[src/rtl/sdhci_cd_pkg.sv]
// Shared definitions for the SD host card-detect / write-protect front end.
package sdhci_cd_pkg;

   // Debouncer state: no stable value yet, settled, or timing a candidate.
   typedef enum logic [1:0] {
      INIT     = 2'd0,
      STABLE   = 2'd1,
      DEBOUNCE = 2'd2
   } cd_state_e;

   // Default hold time of the card-detect level, in clk cycles.
   localparam int unsigned SdCdDebounceDefault = 32'd65536;

endpackage : sdhci_cd_pkg

[src/rtl/sd_card_detect_if.sv]
// Host-register side of the card-detect front end: the Host Control 1
// card-detect controls in, the Present State fields and the interrupt-status
// set pulses out.
interface sd_card_detect_if;

   logic cd_signal_select;        // 1 = use cd_test_level instead of the pin
   logic cd_test_level;           // 1 = card present
   logic card_inserted;           // debounced state, 1 = inserted
   logic card_state_stable;       // 1 = no debounce in progress
   logic card_detect_pin_level;   // selected, undebounced level, 1 = present
   logic write_protect_pin_level; // synchronised WP pin
   logic card_insertion;          // one-cycle insertion status set pulse
   logic card_removal;            // one-cycle removal status set pulse

   // Host controller register block.
   modport master (
      output cd_signal_select,
      output cd_test_level,
      input  card_inserted,
      input  card_state_stable,
      input  card_detect_pin_level,
      input  write_protect_pin_level,
      input  card_insertion,
      input  card_removal
   );

   // Card-detect front end.
   modport slave (
      input  cd_signal_select,
      input  cd_test_level,
      output card_inserted,
      output card_state_stable,
      output card_detect_pin_level,
      output write_protect_pin_level,
      output card_insertion,
      output card_removal
   );

endinterface : sd_card_detect_if

[src/rtl/sd_level_debounce.sv]
// Generic 1-bit debouncer: a level must hold for DebounceCycles cycles before
// it becomes the stable value. Emits one-cycle rise/fall pulses when the
// stable value changes (and a rise pulse when the first stable value is 1).
module sd_level_debounce
   import sdhci_cd_pkg::*;
#(
   parameter int unsigned DebounceCycles = SdCdDebounceDefault,
   parameter int unsigned CntWidth       = $clog2(DebounceCycles)
) (
   input  logic clk_i,
   input  logic rst_ni,
   input  logic level,
   output logic stable_value,
   output logic stable_flag,
   output logic rise_pulse,
   output logic fall_pulse
);

   // The counter reaches CntMax on the edge that completes the hold time, so
   // the terminal decision is taken while it still reads CntLast.
   localparam logic [CntWidth-1:0] CntMax  = CntWidth'(DebounceCycles - 32'd1);
   localparam logic [CntWidth-1:0] CntLast = CntWidth'(DebounceCycles - 32'd2);
   localparam logic [CntWidth-1:0] CntOne  = CntWidth'(32'd1);

   cd_state_e             state_r, state_s;
   logic [CntWidth-1:0]   cnt_r, cnt_s;
   logic                  cand_r, cand_s;
   logic                  value_r, value_s;
   logic                  flag_r;
   logic                  rise_r, rise_s;
   logic                  fall_r, fall_s;
   logic                  hold_done_s;

   // Next-state logic: candidate tracking, saturating counter and FSM.
   always_comb begin
      state_s     = state_r;
      cnt_s       = cnt_r;
      cand_s      = cand_r;
      value_s     = value_r;
      rise_s      = 1'b0;
      fall_s      = 1'b0;
      hold_done_s = (level == cand_r) && (cnt_r == CntLast);

      if (level != cand_r) begin
         cnt_s  = '0;
         cand_s = level;
      end else if (cnt_r != CntMax) begin
         cnt_s = cnt_r + CntOne;
      end else begin
         cnt_s = cnt_r;
      end

      case (state_r)
         INIT: begin
            if (hold_done_s) begin
               state_s = STABLE;
               value_s = cand_r;
               rise_s  = cand_r;
            end else begin
               state_s = INIT;
            end
         end
         STABLE: begin
            // In STABLE the candidate equals the stable value, so a differing
            // level has already cleared the counter above.
            if (level != value_r) begin
               state_s = DEBOUNCE;
            end else begin
               state_s = STABLE;
            end
         end
         DEBOUNCE: begin
            if (hold_done_s) begin
               state_s = STABLE;
               value_s = cand_r;
               rise_s  = cand_r & ~value_r;
               fall_s  = ~cand_r & value_r;
            end else begin
               state_s = DEBOUNCE;
            end
         end
         default: begin
            state_s = INIT;
         end
      endcase
   end

   // State, counter and registered outputs; synchronous active-low reset.
   always_ff @(posedge clk_i) begin
      if (!rst_ni) begin
         state_r <= INIT;
         cnt_r   <= '0;
         cand_r  <= 1'b0;
         value_r <= 1'b0;
         flag_r  <= 1'b0;
         rise_r  <= 1'b0;
         fall_r  <= 1'b0;
      end else begin
         state_r <= state_s;
         cnt_r   <= cnt_s;
         cand_r  <= cand_s;
         value_r <= value_s;
         flag_r  <= (state_s == STABLE);
         rise_r  <= rise_s;
         fall_r  <= fall_s;
      end
   end

   assign stable_value = value_r;
   assign stable_flag  = flag_r;
   assign rise_pulse   = rise_r;
   assign fall_pulse   = fall_r;

endmodule : sd_level_debounce

[src/rtl/sd_card_detect.sv]
// Card-detect and write-protect front end: pin synchronisers, Host Control 1
// test-level override, card-detect debounce and insertion/removal pulses.
module sd_card_detect
   import sdhci_cd_pkg::*;
#(
   parameter int unsigned DebounceCycles = SdCdDebounceDefault,
   parameter int unsigned CntWidth       = $clog2(DebounceCycles)
) (
   input  logic            clk_i,
   input  logic            rst_ni,
   input  logic            card_detect_ni,
   input  logic            write_protect_i,
   sd_card_detect_if.slave host
);

   // The CD pin is inverted before the first flop so the synchroniser carries
   // presence; its reset value 0 then reads as "no card".
   logic present_meta_r;
   logic present_sync_r;
   logic wp_meta_r;
   logic wp_sync_r;
   logic pin_level_r;
   logic sel_level_s;
   logic stable_value_s;
   logic stable_flag_s;
   logic insertion_s;
   logic removal_s;

   // Two-flop synchronisers for the CD and WP pins.
   always_ff @(posedge clk_i) begin
      if (!rst_ni) begin
         present_meta_r <= 1'b0;
         present_sync_r <= 1'b0;
         wp_meta_r      <= 1'b0;
         wp_sync_r      <= 1'b0;
      end else begin
         present_meta_r <= ~card_detect_ni;
         present_sync_r <= present_meta_r;
         wp_meta_r      <= write_protect_i;
         wp_sync_r      <= wp_meta_r;
      end
   end

   // Select between the synchronised pin and the host test level.
   always_comb begin
      if (host.cd_signal_select) begin
         sel_level_s = host.cd_test_level;
      end else begin
         sel_level_s = present_sync_r;
      end
   end

   // Undebounced card-detect level as seen by Present State.
   always_ff @(posedge clk_i) begin
      if (!rst_ni) begin
         pin_level_r <= 1'b0;
      end else begin
         pin_level_r <= sel_level_s;
      end
   end

   sd_level_debounce #(
      .DebounceCycles (DebounceCycles),
      .CntWidth       (CntWidth)
   ) u_debounce (
      .clk_i        (clk_i),
      .rst_ni       (rst_ni),
      .level        (sel_level_s),
      .stable_value (stable_value_s),
      .stable_flag  (stable_flag_s),
      .rise_pulse   (insertion_s),
      .fall_pulse   (removal_s)
   );

   assign host.card_inserted           = stable_value_s;
   assign host.card_state_stable       = stable_flag_s;
   assign host.card_detect_pin_level   = pin_level_r;
   assign host.write_protect_pin_level = wp_sync_r;
   assign host.card_insertion          = insertion_s;
   assign host.card_removal            = removal_s;

endmodule : sd_card_detect

[src/flat_wrapper.sv]
// flat-port wrapper written by rule: the top's interface ports become plain ports
module sd_card_detect_flat import sdhci_cd_pkg::*;
#(
   parameter int unsigned DebounceCycles = SdCdDebounceDefault,
   parameter int unsigned CntWidth       = $clog2(DebounceCycles)
)
  (clk_i, rst_ni, card_detect_ni, write_protect_i, host_cd_signal_select, host_cd_test_level, host_card_inserted, host_card_state_stable, host_card_detect_pin_level, host_write_protect_pin_level, host_card_insertion, host_card_removal);
  sd_card_detect_if host_i ();
  input  logic clk_i;
  input  logic rst_ni;
  input  logic card_detect_ni;
  input  logic write_protect_i;
  input wire logic [$bits(host_i.cd_signal_select)-1:0] host_cd_signal_select;
  input wire logic [$bits(host_i.cd_test_level)-1:0] host_cd_test_level;
  output wire logic [$bits(host_i.card_inserted)-1:0] host_card_inserted;
  output wire logic [$bits(host_i.card_state_stable)-1:0] host_card_state_stable;
  output wire logic [$bits(host_i.card_detect_pin_level)-1:0] host_card_detect_pin_level;
  output wire logic [$bits(host_i.write_protect_pin_level)-1:0] host_write_protect_pin_level;
  output wire logic [$bits(host_i.card_insertion)-1:0] host_card_insertion;
  output wire logic [$bits(host_i.card_removal)-1:0] host_card_removal;
  assign host_i.cd_signal_select = host_cd_signal_select;
  assign host_i.cd_test_level = host_cd_test_level;
  assign host_card_inserted = host_i.card_inserted;
  assign host_card_state_stable = host_i.card_state_stable;
  assign host_card_detect_pin_level = host_i.card_detect_pin_level;
  assign host_write_protect_pin_level = host_i.write_protect_pin_level;
  assign host_card_insertion = host_i.card_insertion;
  assign host_card_removal = host_i.card_removal;
  sd_card_detect #(.DebounceCycles(DebounceCycles), .CntWidth(CntWidth)) u_core (.clk_i(clk_i), .rst_ni(rst_ni), .card_detect_ni(card_detect_ni), .write_protect_i(write_protect_i), .host(host_i));
endmodule
[config.mk]
export PLATFORM = sky130hd
export DESIGN_NAME = sd_card_detect_flat
export DESIGN_NICKNAME = d
export VERILOG_FILES = /design/src/rtl/sdhci_cd_pkg.sv /design/src/rtl/sd_card_detect_if.sv /design/src/rtl/sd_level_debounce.sv /design/src/rtl/sd_card_detect.sv /design/src/flat_wrapper.sv
export SDC_FILE = /design/constraint.sdc
export NUM_CORES = 1
export LEC_CHECK = 0
export ABC_AREA = 1
export ABC_CLOCK_PERIOD_IN_PS = 1860
export CORE_ASPECT_RATIO = 1.5
export CORE_MARGIN = 1.5
export CORE_UTILIZATION = 60
export DETAILED_ROUTE_END_ITERATION = 10
export GPL_TIMING_DRIVEN = 0
export PLACE_DENSITY = 0.89
export SLEW_MARGIN = 30
export SYNTH_ARGS = -nofsm -noshare
export SYNTH_HDL_FRONTEND = slang
export SYNTH_HIERARCHICAL = 1
export SYNTH_SLANG_ARGS = --single-unit
export TNS_END_PERCENT = 30
[constraint.sdc]
create_clock -name clk_i -period 1.86 [get_ports clk_i]
set_input_delay 0.372 -clock clk_i [delete_from_list [all_inputs] [get_ports clk_i]]
set_output_delay 0.372 -clock clk_i [all_outputs]
set_load 0.02 [all_outputs]
==> Word-level counts from Yosys, hierarchy flattened <==
Index checks and enable logic that the tools add are counted.
{ "totals": {"reg_bits": 28, "input_bits": 6, "output_inout_bits": 6, "elab_cells": 41} }
{ "classes": {"addsub": 1, "n_eq_ne": 8, "mux": 8, "bitwise": 6, "reduce_logical": 6} }
{ "ops": {"columns": ["operator", "n"], "rows": [
  ["16-bit by 1-bit adder with 16-bit output, second input constant", 1],
  ["16-bit == test, second input constant", 1],
  ["16-bit inequality test, second input constant", 1],
  ["2-bit case mux with 3 select lines", 1],
  ["2-bit by 1-bit == test with 1-bit output, second input constant", 2],
  ["1-bit two-way mux", 4],
  ["2-bit two-way mux", 2],
  ["1-bit inverter", 4],
  ["2-bit OR reduction", 2],
  ["3-bit AND reduction", 1],
  ["1-bit bitwise AND", 2],
  ["2-bit == test, second input constant", 1],
  ["2-bit zero test", 1],
  ["1-bit inequality test", 2],
  ["1-bit case mux with 2 select lines", 1],
  ["2-bit AND reduction", 1],
  ["1-bit == test", 1],
  ["1-bit logical AND", 1]
]} }

==> Longest topological paths before layout <==
{ "logic_depth": {"depth_word": 6, "ltp_mapped": 12, "depth_no_buf": 12} }

==> Hierarchy <==
The synthesis kept the hierarchy.
{ "by_module_without_submodules": {"columns": ["module", "n_inst", "cells_per_inst", "area_each_um2", "seq_area_each_um2"], "rows": [
  ["sd_level_debounce", 1, 184, 1306.3, 460.4],
  ["sd_card_detect", 1, 21, 165.2, 100.1]
]} }

==> Least setup slack after synthesis <==
No wires, ideal clock.
{ "synth_timing": {"path_kind": "reg-to-reg", "from": "reg u_core.u_debounce.cnt_r[1]", "to": "reg u_core.u_debounce.cnt_r[12]", "setup_ns": 0.064, "t_arrival_ns": 1.202, "required_ns": 1.796, "path_slack_ns": 0.594, "stages_incl_launch_ff": 10, "path_buffers": 0, "period_less_slack_ns": 1.266, "path_cell_list": "dfxtp_1 ha_1 inv_1 nor2_8 nand2_4 nor2_8 nand2_1 nand2_1 inv_1 nor2_1"} }
{ "synth_via": {"elab_chain_cells": 1, "word_cells_on_any_way": 2, "classes_between": "add/sub: 1; eq/ne: 1"} }
{ "synth_rtl": {"columns": ["item", "line", "text"], "rows": [
  ["start: declaration", "sd_level_debounce.sv:26", "logic [CntWidth-1:0] cnt_r, cnt_s;"],
  ["start signal: assignment", "sd_level_debounce.sv:100", "cnt_r <= cnt_s;"],
  ["16-bit by 1-bit adder with 16-bit output / 16-bit inequality test (equally long branches)", "sd_level_debounce.sv:48, sd_level_debounce.sv:47", null]
]} }
Parallel ways exist; a longest one is shown, timed or not.
A chain may end at the register's enable or synchronous reset.

==> Final worst setup path <==
{ "layout_timing": {"from": "reg u_core.u_debounce.value_r (netlist: u_core/u_debounce/stable_value)", "to": "out host_card_inserted"} }
{ "layout_lines": {"columns": ["item", "line", "text"], "rows": [
  ["start: declaration", "sd_level_debounce.sv:28", "logic value_r, value_s;"],
  ["start signal: assignment", "sd_level_debounce.sv:102", "value_r <= value_s;"],
  ["end: declaration", "flat_wrapper.sv:15", "output wire logic [$bits(host_i.card_inserted)-1:0] host_card_inserted;"]
]} }
No word-level cell between the ends.

==> reports/qor.txt <==
post-route setup slack -> 0.153 ns
leakage -> 0.827 nW
Comb pwr share -> 7.3%
Post-Place Worst Slack -> -0.101 ns
TritonCTS sink count -> 28
yosys warns -> 6
placed insts -> 239
via/cell ratio -> 5.00
critical hold path startpoint -> u_core/wp_meta_r
count of cell types in the netlist -> 28
hold-critical path depth -> 2
detailed-placement wirelength estimate -> 2.05 mm
critical path type -> reg -> out
worst min path class -> reg -> reg
Avg WL per Cell -> 10.6 µm
drt initial violations -> 13
Avg Inst Size Synth -> 7.18 µm²
Net Sw Frac -> 22.8%
Worst R2R End -> u_core/u_debounce/cnt_r[1]
Longest Clk Path Bufs -> 2
WP data required -> 1.49 ns
post_cts resized -> 0
largest net degree at the start of global routing -> 16
layout cell share with drive strength beyond 1 -> 13.2%
flops & latches, synth -> 28
Cell Area, Placed -> 1610 µm²
final routed DRC violation total -> 0
setup violators final -> 0
max-slew violations -> 0
Pwr Density -> 598 nW/µm²
Post-Syn Area -> 1470 µm²
register area share after synthesis -> 38.1%
Worst Skew -> 0.00762 ns
core area -> 2290 µm²
Worst-Margin Slew -> 0.306 ns
crit-path max FO -> 3
Post-CTS Setup Bufs -> 0
CTS Buf Count -> 3
first-pass GRT wire length -> 4.68 mm
CP Buf/Inv Count -> 1
worst path arrival time -> 1.34 ns
Initial Util -> 64.4%
CP peak stage delay -> 0.62 ns
Synth Instances -> 205
die extent in y -> 63.7 µm
Final Cycle Share -> 91.8%
GRT Total Usage -> 22.1%
Fin. Hold Viols -> 0
top-area cell type share of the netlist area -> 38.1%
register share of total power -> 62.7%
non-filler instance count after layout -> 243
Worst R2R Setup Slack -> 0.38 ns
Slew headroom -> 79.5%
cell family with most CP delay -> buffers and inverters
io pins -> 12
multi-input logic area -> 756 µm²
critical path capture point type -> primary output
clock-pin slew on the worst setup and hold paths -> 0.14 ns
leading area contributor after synthesis -> dfxtp_1
Max Cap Viol -> 0
Pint -> 0.760 mW
hold path endpoint -> u_core/host.write_protect_pin_level
fin area -> 1650 µm²
RR Startpoint -> u_core/u_debounce/cnt_r[1]
Vias -> 1214
CTS root buffer -> clkbuf_4
Synth Net Count -> 213
status -> finished clean
Max Freq -> 586 MHz
VDD IR max -> 0.608 mV
GP Congestion -> 0.862
Clk network pwr share -> 30.0%
n_diodes -> 0
Antenna Nets Post-Route -> 0
CP cell instances -> clkdlybuf4s50_1
sequential cell area -> 561 µm²
Worst Setup Start Kind -> flop
hold buffer count at cts -> 0
Pwr Total -> 0.984 mW
Period minus WS final -> 1.71 ns
P_sw -> 0.224 mW
Area Growth Syn to Fin -> 11.9%
later-pin clock latency in the skew report -> 0.33 ns
Crit-path slowest cell -> clkdlybuf4s50_1
crit path launch -> u_core/u_debounce/stable_value
Total Wirelength -> 2.58 mm
depth of the worst register-to-register path -> 7
die area -> 2760 µm²
H-tree Lvls -> 1
initial antenna violation count -> 0
DIE WIDTH -> 43.4 µm
RSZ-0062 raised after global routing -> false
CTS tree -> built
GRT overflow -> 0
row count -> 21
DRT Pass-1 Iters -> 4
WHS -> 0.428 ns
FILL cells -> 181
vias in the first global route -> 1220
top cells by area, synth -> dfxtp_1 (38%), nand2_1 (12%), inv_1 (9.4%)
final net count -> 229
I/O Buffers -> 11
-- metal layers --
layer  up-vias  share of wire [%]  GRT usage, %
met2        20                 55          40.7
met4         0                2.5          12.9
met5         -                  0             0
li1        650                  -             -
met1       537                 40          22.2
met3         7                2.2          3.44
-- registers in the layout (all words and copies together) (netlist names) --
register / count
u_core/u_debounce/stable_flag: 1
u_core/present_meta_r: 1
u_core/host.write_protect_pin_level: 1
u_core/u_debounce/rise_pulse: 1
u_core/u_debounce/fall_pulse: 1
u_core/u_debounce/cand_r: 1
u_core/host.card_detect_pin_level: 1
u_core/present_sync_r: 1
u_core/u_debounce/cnt_r: 16
u_core/u_debounce/stable_value: 1
u_core/u_debounce/state_r: 2
u_core/wp_meta_r: 1
-- cells in the mapped netlist, drive strengths merged --
| cell type | count |
|---|---|
| a21oi | 1 |
| a31oi | 2 |
| buf | 1 |
| clkinv | 1 |
| dfxtp | 28 |
| ha | 2 |
| inv | 38 |
| nand2 | 57 |
| nand3 | 14 |
| nand4 | 3 |
| nor2 | 40 |
| nor3 | 4 |
| o21ai | 7 |
| or2 | 2 |
| xnor2 | 3 |
| xor2 | 2 |
-- metrics by stage --
step                util, %  TNS, ns
floorplan                 -        0
global placement       70.4  -0.0598
detailed placement     70.4   -0.311
CTS                    72.0        0
global route           72.0        0
finish                 72.0        0
-- worst max-delay path by stage --
| stage | cells past startpoint | endpoint |
|---|---|---|
| 4_1_cts | 1 | host_card_inserted |
| 3_5_place_dp | 12 | u_core/u_debounce/cnt_r[1] |
| 3_3_place_gp | 12 | u_core/u_debounce/cnt_r[1] |
| 6_report | 1 | host_card_inserted |
| 2_1_floorplan | 9 | u_core/u_debounce/cnt_r[12] |
| 5_1_grt | 1 | host_card_inserted |
-- worst register-to-register path, cell delays in order, from the launching register on --
cell	delay (ns)
dfxtp_1	0.42
ha_1	0.19
inv_1	0.11
nor2_8	0.17
nand2_4	0.09
nor3_4	0.26
nor2_1	0.08
nor2_1	0.11
-- area by class of cell --
cell class | count | share of cell area [%]
inverter | 39 | 8.97
timing repair buffer | 11 | 6.69
multi-input combinational | 137 | 45.9
buffer | 1 | 0.456
clock buffer | 4 | 2.20
sequential | 28 | 34.0
tap | 23 | 1.75
-- kinds of logic after synthesis --
group                    after synthesis  synth area share [%]
AO/OA/AOI/OAI                         10                  3.57
flip-flops                            28                  38.1
AND/OR/NAND/NOR                      120                  43.1
adder cells (fa/ha/maj)                2                  1.70
buffers and inverters                 40                  10.5
XOR/XNOR                               5                  2.98
-- placed cells by master (no fill, tap or decap), drive strengths merged --
cell	synthesis	final
nand2	57	57
nor2	40	40
inv	38	38
dfxtp	28	28
nand3	14	14
clkdlybuf4s50	0	11
o21ai	7	7
clkbuf	0	4
nor3	4	4
nand4	3	3
xnor2	3	3
xor2	2	2
a31oi	2	2
ha	2	2
or2	2	2
clkinv	1	1
buf	1	1
a21oi	1	1
-- power groups by stage --
stage	Clock (mW)	Sequential, mW	Combinational [mW]
2_1_floorplan	0	0.632	0.0420
3_3_place_gp	0	0.630	0.0699
3_5_place_dp	0	0.631	0.0723
4_1_cts	0.303	0.618	0.0726
5_1_grt	0.327	0.620	0.0809
6_report	0.295	0.618	0.0718
(Power assumes the default switching activity.)
